### src/rtl/otdr_defs.sv
// Shared definitions for the OTDR shot sequencer: state encoding, parameter defaults
// and the holdoff reload helper.
package otdr_defs;

    typedef enum logic [2:0] {
        StIdle    = 3'd0,
        StArm     = 3'd1,
        StFire    = 3'd2,
        StAcq     = 3'd3,
        StHoldoff = 3'd4,
        StFinish  = 3'd5
    } seq_state_e;

    localparam int unsigned TrigLenDefault    = 2;
    localparam int unsigned AcqTimeoutDefault = 65535;

    // A zero holdoff still spends one cycle in HOLDOFF, so it reloads like a holdoff of 1.
    function automatic logic [15:0] holdoff_load(input logic [15:0] holdoff);
        return (holdoff == 16'd0) ? 16'd0 : holdoff - 16'd1;
    endfunction

endpackage

### src/rtl/seq_timer.sv
// 16-bit loadable down-counter with a zero flag; shared by FIRE length, ACQ timeout
// and HOLDOFF dead time.
module seq_timer (
    input  logic        clock,
    input  logic        reset_async,
    input  logic        load,
    input  logic [15:0] load_val,
    input  logic        en,
    output logic        zero
);

    logic [15:0] count;

    always_ff @(posedge clock or negedge reset_async) begin
        if (!reset_async) begin
            count <= 16'd0;
        end else if (load) begin
            count <= load_val;
        end else if (en && (count != 16'd0)) begin
            count <= count - 16'd1;
        end
    end

    assign zero = (count == 16'd0);

endmodule

### src/rtl/otdr_shot_seq.sv
// OTDR shot sequencer: arms, fires and acquires a configurable number of shots with
// dead time between them; every output is a registered function of the next state.
module otdr_shot_seq
    import otdr_defs::*;
#(
    parameter int unsigned TRIG_LEN    = TrigLenDefault,
    parameter int unsigned ACQ_TIMEOUT = AcqTimeoutDefault
) (
    input  logic        clock,
    input  logic        reset_async,
    input  logic        start,
    input  logic        abort,
    input  logic [7:0]  cfg_pulse_width,
    input  logic [7:0]  cfg_pulse_n,
    input  logic [15:0] cfg_shots,
    input  logic [15:0] cfg_holdoff,
    input  logic        acq_done,
    output logic [7:0]  pulse_width,
    output logic [7:0]  pulse_n,
    output logic        pulse_trigger,
    output logic        acq_busy,
    output logic        acq_start,
    output logic        busy,
    output logic        done,
    output logic        timeout_err,
    output logic [15:0] shot_count
);

    localparam logic [15:0] TrigLoad = 16'(TRIG_LEN - 1);
    localparam logic [15:0] AcqLoad  = 16'(ACQ_TIMEOUT - 1);

    seq_state_e  state;
    logic [15:0] sh_shots;
    logic [15:0] sh_holdoff;
    logic [15:0] count_inc;
    logic        last_shot;

    logic        t_load;
    logic [15:0] t_val;
    logic        t_en;
    logic        t_zero;

    assign count_inc = shot_count + 16'd1;
    assign last_shot = (count_inc == sh_shots);

    seq_timer u_timer (
        .clock       (clock),
        .reset_async (reset_async),
        .load        (t_load),
        .load_val    (t_val),
        .en          (t_en),
        .zero        (t_zero)
    );

    // Timer is reloaded on entry to each timed state so stale counts never leak across.
    always_comb begin
        t_load = 1'b0;
        t_val  = 16'd0;
        t_en   = 1'b0;
        unique case (state)
            StArm: begin
                if (!abort) begin
                    t_load = 1'b1;
                    t_val  = TrigLoad;
                end
            end
            StFire: begin
                if (!abort && t_zero) begin
                    t_load = 1'b1;
                    t_val  = AcqLoad;
                end else begin
                    t_en = 1'b1;
                end
            end
            StAcq: begin
                if (!abort && acq_done && !last_shot) begin
                    t_load = 1'b1;
                    t_val  = holdoff_load(sh_holdoff);
                end else begin
                    t_en = 1'b1;
                end
            end
            StHoldoff: t_en = 1'b1;
            default: ;
        endcase
    end

    always_ff @(posedge clock or negedge reset_async) begin
        if (!reset_async) begin
            state         <= StIdle;
            sh_shots      <= 16'd0;
            sh_holdoff    <= 16'd0;
            pulse_width   <= 8'd0;
            pulse_n       <= 8'd0;
            pulse_trigger <= 1'b0;
            acq_busy      <= 1'b0;
            acq_start     <= 1'b0;
            busy          <= 1'b0;
            done          <= 1'b0;
            timeout_err   <= 1'b0;
            shot_count    <= 16'd0;
        end else begin
            acq_start <= 1'b0;
            done      <= 1'b0;
            case (state)
                StIdle: begin
                    if (start) begin
                        pulse_width <= cfg_pulse_width;
                        pulse_n     <= cfg_pulse_n;
                        sh_shots    <= cfg_shots;
                        sh_holdoff  <= cfg_holdoff;
                        shot_count  <= 16'd0;
                        timeout_err <= 1'b0;
                        busy        <= 1'b1;
                        if (cfg_shots == 16'd0) begin
                            state <= StFinish;
                            done  <= 1'b1;
                        end else begin
                            state <= StArm;
                        end
                    end
                end
                StArm: begin
                    if (abort) begin
                        state <= StFinish;
                        done  <= 1'b1;
                    end else begin
                        state         <= StFire;
                        pulse_trigger <= 1'b1;
                        acq_start     <= 1'b1;
                        acq_busy      <= 1'b1;
                    end
                end
                StFire: begin
                    if (abort) begin
                        state         <= StFinish;
                        done          <= 1'b1;
                        pulse_trigger <= 1'b0;
                        acq_busy      <= 1'b0;
                    end else if (t_zero) begin
                        state         <= StAcq;
                        pulse_trigger <= 1'b0;
                    end
                end
                StAcq: begin
                    // Abort beats a coincident acq_done; acq_done beats a coincident timeout.
                    if (abort) begin
                        state    <= StFinish;
                        done     <= 1'b1;
                        acq_busy <= 1'b0;
                    end else if (acq_done) begin
                        shot_count <= count_inc;
                        acq_busy   <= 1'b0;
                        if (last_shot) begin
                            state <= StFinish;
                            done  <= 1'b1;
                        end else begin
                            state <= StHoldoff;
                        end
                    end else if (t_zero) begin
                        state       <= StFinish;
                        done        <= 1'b1;
                        acq_busy    <= 1'b0;
                        timeout_err <= 1'b1;
                    end
                end
                StHoldoff: begin
                    if (abort) begin
                        state <= StFinish;
                        done  <= 1'b1;
                    end else if (t_zero) begin
                        state <= StArm;
                    end
                end
                StFinish: begin
                    state <= StIdle;
                    busy  <= 1'b0;
                end
                default: begin
                    state         <= StIdle;
                    busy          <= 1'b0;
                    pulse_trigger <= 1'b0;
                    acq_busy      <= 1'b0;
                end
            endcase
        end
    end

endmodule
### config.mk
export PLATFORM = sky130hd
export DESIGN_NAME = otdr_shot_seq
export DESIGN_NICKNAME = d
export VERILOG_FILES = /design/src/rtl/otdr_defs.sv /design/src/rtl/seq_timer.sv /design/src/rtl/otdr_shot_seq.sv
export SDC_FILE = /design/constraint.sdc
export NUM_CORES = 1
export LEC_CHECK = 0
export ABC_CLOCK_PERIOD_IN_PS = 3060
export CAP_MARGIN = 20
export CORE_UTILIZATION = 45
export CTS_CLUSTER_SIZE = 40
export DETAILED_ROUTE_END_ITERATION = 7
export PLACE_DENSITY_LB_ADDON = 0.25
export SLEW_MARGIN = 20
export SYNTH_ARGS = -nofsm -noshare
export SYNTH_HDL_FRONTEND = slang
export SYNTH_SLANG_ARGS = --single-unit
### constraint.sdc
create_clock -name clock -period 3.06 [get_ports clock]
set_clock_uncertainty 0.15 [all_clocks]
set_input_delay 0.918 -clock clock [delete_from_list [all_inputs] [get_ports clock]]
set_output_delay 0.918 -clock clock [all_outputs]
set_load 0.02 [all_outputs]
==> impl_metrics.tcl <==
set metrics [dict create \
    grt_remaining_overflow 0 \
    peakVddDrop_v 0.000540 \
    initial_core_util 0.465 \
    grtUsageTotal 0.268 \
    grt_pass1_vias 5488 \
    cp-end-kind "flop" \
    antenna_found_initial 0 \
    finish.net_count 877 \
    num_vias 5516 \
    cp.required_ns 3.15 \
    drive_gt1_frac 0.210 \
    slew_viol_final 0 \
    final_cells 967 \
    power_density_nw_per_um2 874 \
    syn_inst 644 \
    status "finished, violations left" \
    rows 39 \
    die_area_um2 12300 \
    ioPinCount 91 \
    synth-seq-cells 89 \
    routed_wl_um 16200 \
    grt_setup_unrepaired "true" \
    synthFlopType "dfrtp_1" \
    drt_iter0_drc 409 \
    cts_buffers 9 \
    clkTransAtPathRegs_ns 0.07 \
    grt_first_pass_wirelength_um 26500 \
    final_common_cell "nand2_1" \
    setup_viol 15 \
    violations "setup timing" \
    min_period_ns 3.18 \
    syn_avg_cell_area_um2 8.28 \
    die_w_um 111 \
    power.total_w 0.00668 \
    dr.pass1.iters 5 \
    netlist_area_um2 5330 \
    setup_slack_ns -0.124 \
    critPathArrivalTime_ns 3.27 \
    cts_max_level 3 \
    avgRoutedWirePerCell_um 16.7 \
    port_buffers 90 \
    maxSlewHeadroom 0.644 \
    place_inst 942 \
    holdCritPathClass "reg2reg" \
    place_congestion 0.932 \
    ys_seq_area_frac 0.418 \
    fmax_mhz 314 \
    post-route-period-util 1.04 \
    crit_fanout 4 \
    final_cell_mix "nand2_1, buf_4, clkdlybuf4s50_1" \
    syn-num-nets 701 \
    hold_viol 0 \
    grt_max_degree 53 \
    r2r_slack_ns -0.12 \
    dp.final_hpwl_um 11700 \
    fp.coreArea_um2 11500 \
    cts_root_buffer "clkbuf_16" \
    worst_slew_pin_slew_ns 0.534 \
    postSynth.asyncResetShare 1.00 \
    synth_edf_count 0 \
    via_per_inst 5.70 \
    drc_errors 0 \
    synth.distinct_cells 70 \
    area_growth_syn_to_layout_pct 43.5 \
    ctsLongestPathBuffers 2 \
    yosysWarnings 0 \
    ant_nets 0 \
    cap_violations 0 \
    clock_sinks 89 \
    cts_tree "yes" \
    path_class "reg2reg" \
    clk_latency_ns 0.35 \
    antennaDiodeCount 0 \
    die_h_um 111 \
    power_leakage_nw 3.47 \
    crit_path_start_kind "flop" \
]
layer usage:
layer / routed length, um / share of wire / up-vias / global-route usage
li1: - / - / 2628 / -
met1: 7280 / 0.45 / 2626 / 0.366
met2: 7370 / 0.46 / 233 / 0.421
met3: 1190 / 0.074 / 29 / 0.0530
met4: 317 / 0.020 / 0 / 0.0987
met5: 0 / 0 / - / 0
stage by stage:
| stage | utilization | area, um^2 | hold slack, ns | setup WS (ns) | setup TNS, ns |
|---|---|---|---|---|---|
| 4_1_cts | 0.658 | 7540 | 0.331 | -0.0679 | -0.728 |
| 6_report | 0.667 | 7650 | 0.329 | -0.124 | -1.04 |
| 2_1_floorplan | - | 5400 | 0.315 | -0.0680 | -0.221 |
| 3_5_place_dp | 0.621 | 7130 | 0.316 | -0.216 | -2.57 |
| 3_3_place_gp | 0.621 | 7130 | 0.307 | -0.150 | -1.62 |
| 5_1_grt | 0.667 | 7650 | 0.346 | -0.214 | -2.69 |
critical path, stage by stage (launching register included):
cell      delay (ns)
dfrtp_1         0.40
inv_2           0.08
ha_4            0.13
or3b_4          0.38
or4_4           0.48
o31ai_4         0.23
a31oi_2         0.14
or3_4           0.45
a211oi_4        0.34
o22ai_1         0.16
o211a_1         0.14
repair_timing:
item | CTS | global route
buffers inserted | 6 | 3
hold buffers | 0 | 0
cloned | 0 | 1
gates resized for setup | 15 | 16
endpoints found under the setup margin | 16 | 17
pin swaps | 4 | 3
state kept, by name, summed over array words and instances (netlist names):
name	count
shot_count	16
pulse_width	8
state	3
timeout_err	1
sh_shots	16
sh_holdoff	16
acq_busy	1
u_timer.count	16
pulse_trigger	1
pulse_n	8
acq_start	1
done	1
busy	1
worst paths after layout:
kind,from,endpoint,depth (start not counted)
hold / removal,pulse_width[0],pulse_width[0],2
max in group asynchronous,reset_async,u_timer.count[1],2
setup reg to reg,u_timer.count[0],u_timer.count[8],10
setup / recovery,u_timer.count[0],u_timer.count[8],10
min in group asynchronous,reset_async,sh_holdoff[3],1
hold reg to reg,pulse_width[0],pulse_width[0],2
layout make-up:
class / count / area [um^2]
tap: 143 / 179
sequential: 89 / 2230
clock inverter: 5 / 80.1
multi-input combinational: 503 / 3050
clock buffer: 10 / 239
inverter: 18 / 67.6
fill: 915 / 3820
timing repair buffer: 199 / 1800
cell usage after synthesis (all sizes together), types with 10 or more instances:
library cell | number | area [um^2]
inv | 18 | 67.6
o21ai | 47 | 239
or3 | 13 | 81.3
nor2 | 39 | 146
xnor2 | 17 | 149
nand3 | 15 | 75.1
o31ai | 10 | 88.8
dfrtp | 89 | 2230
nand2 | 173 | 652
buf | 15 | 82.6
a21oi | 20 | 119
clkbuf | 20 | 75.1
xor2 | 14 | 123
nor3 | 17 | 85.1
nor4 | 16 | 106
power breakdown:
part           switching, W  internal (W)
Combinational       0.00189       0.00156
Sequential         0.000416       0.00161
Clock              0.000471      0.000732
cell families after synthesis:
group           after synthesis  share of synthesized area
simple gates                323                      0.289
buf+inv                      53                     0.0423
compound gates              143                      0.189
flops                        89                      0.418
xor+xnor                     31                     0.0509
fa+ha+maj                     4                    0.00939
mux                           1                    0.00211
Note: power is estimated with default switching activity, not from simulation.
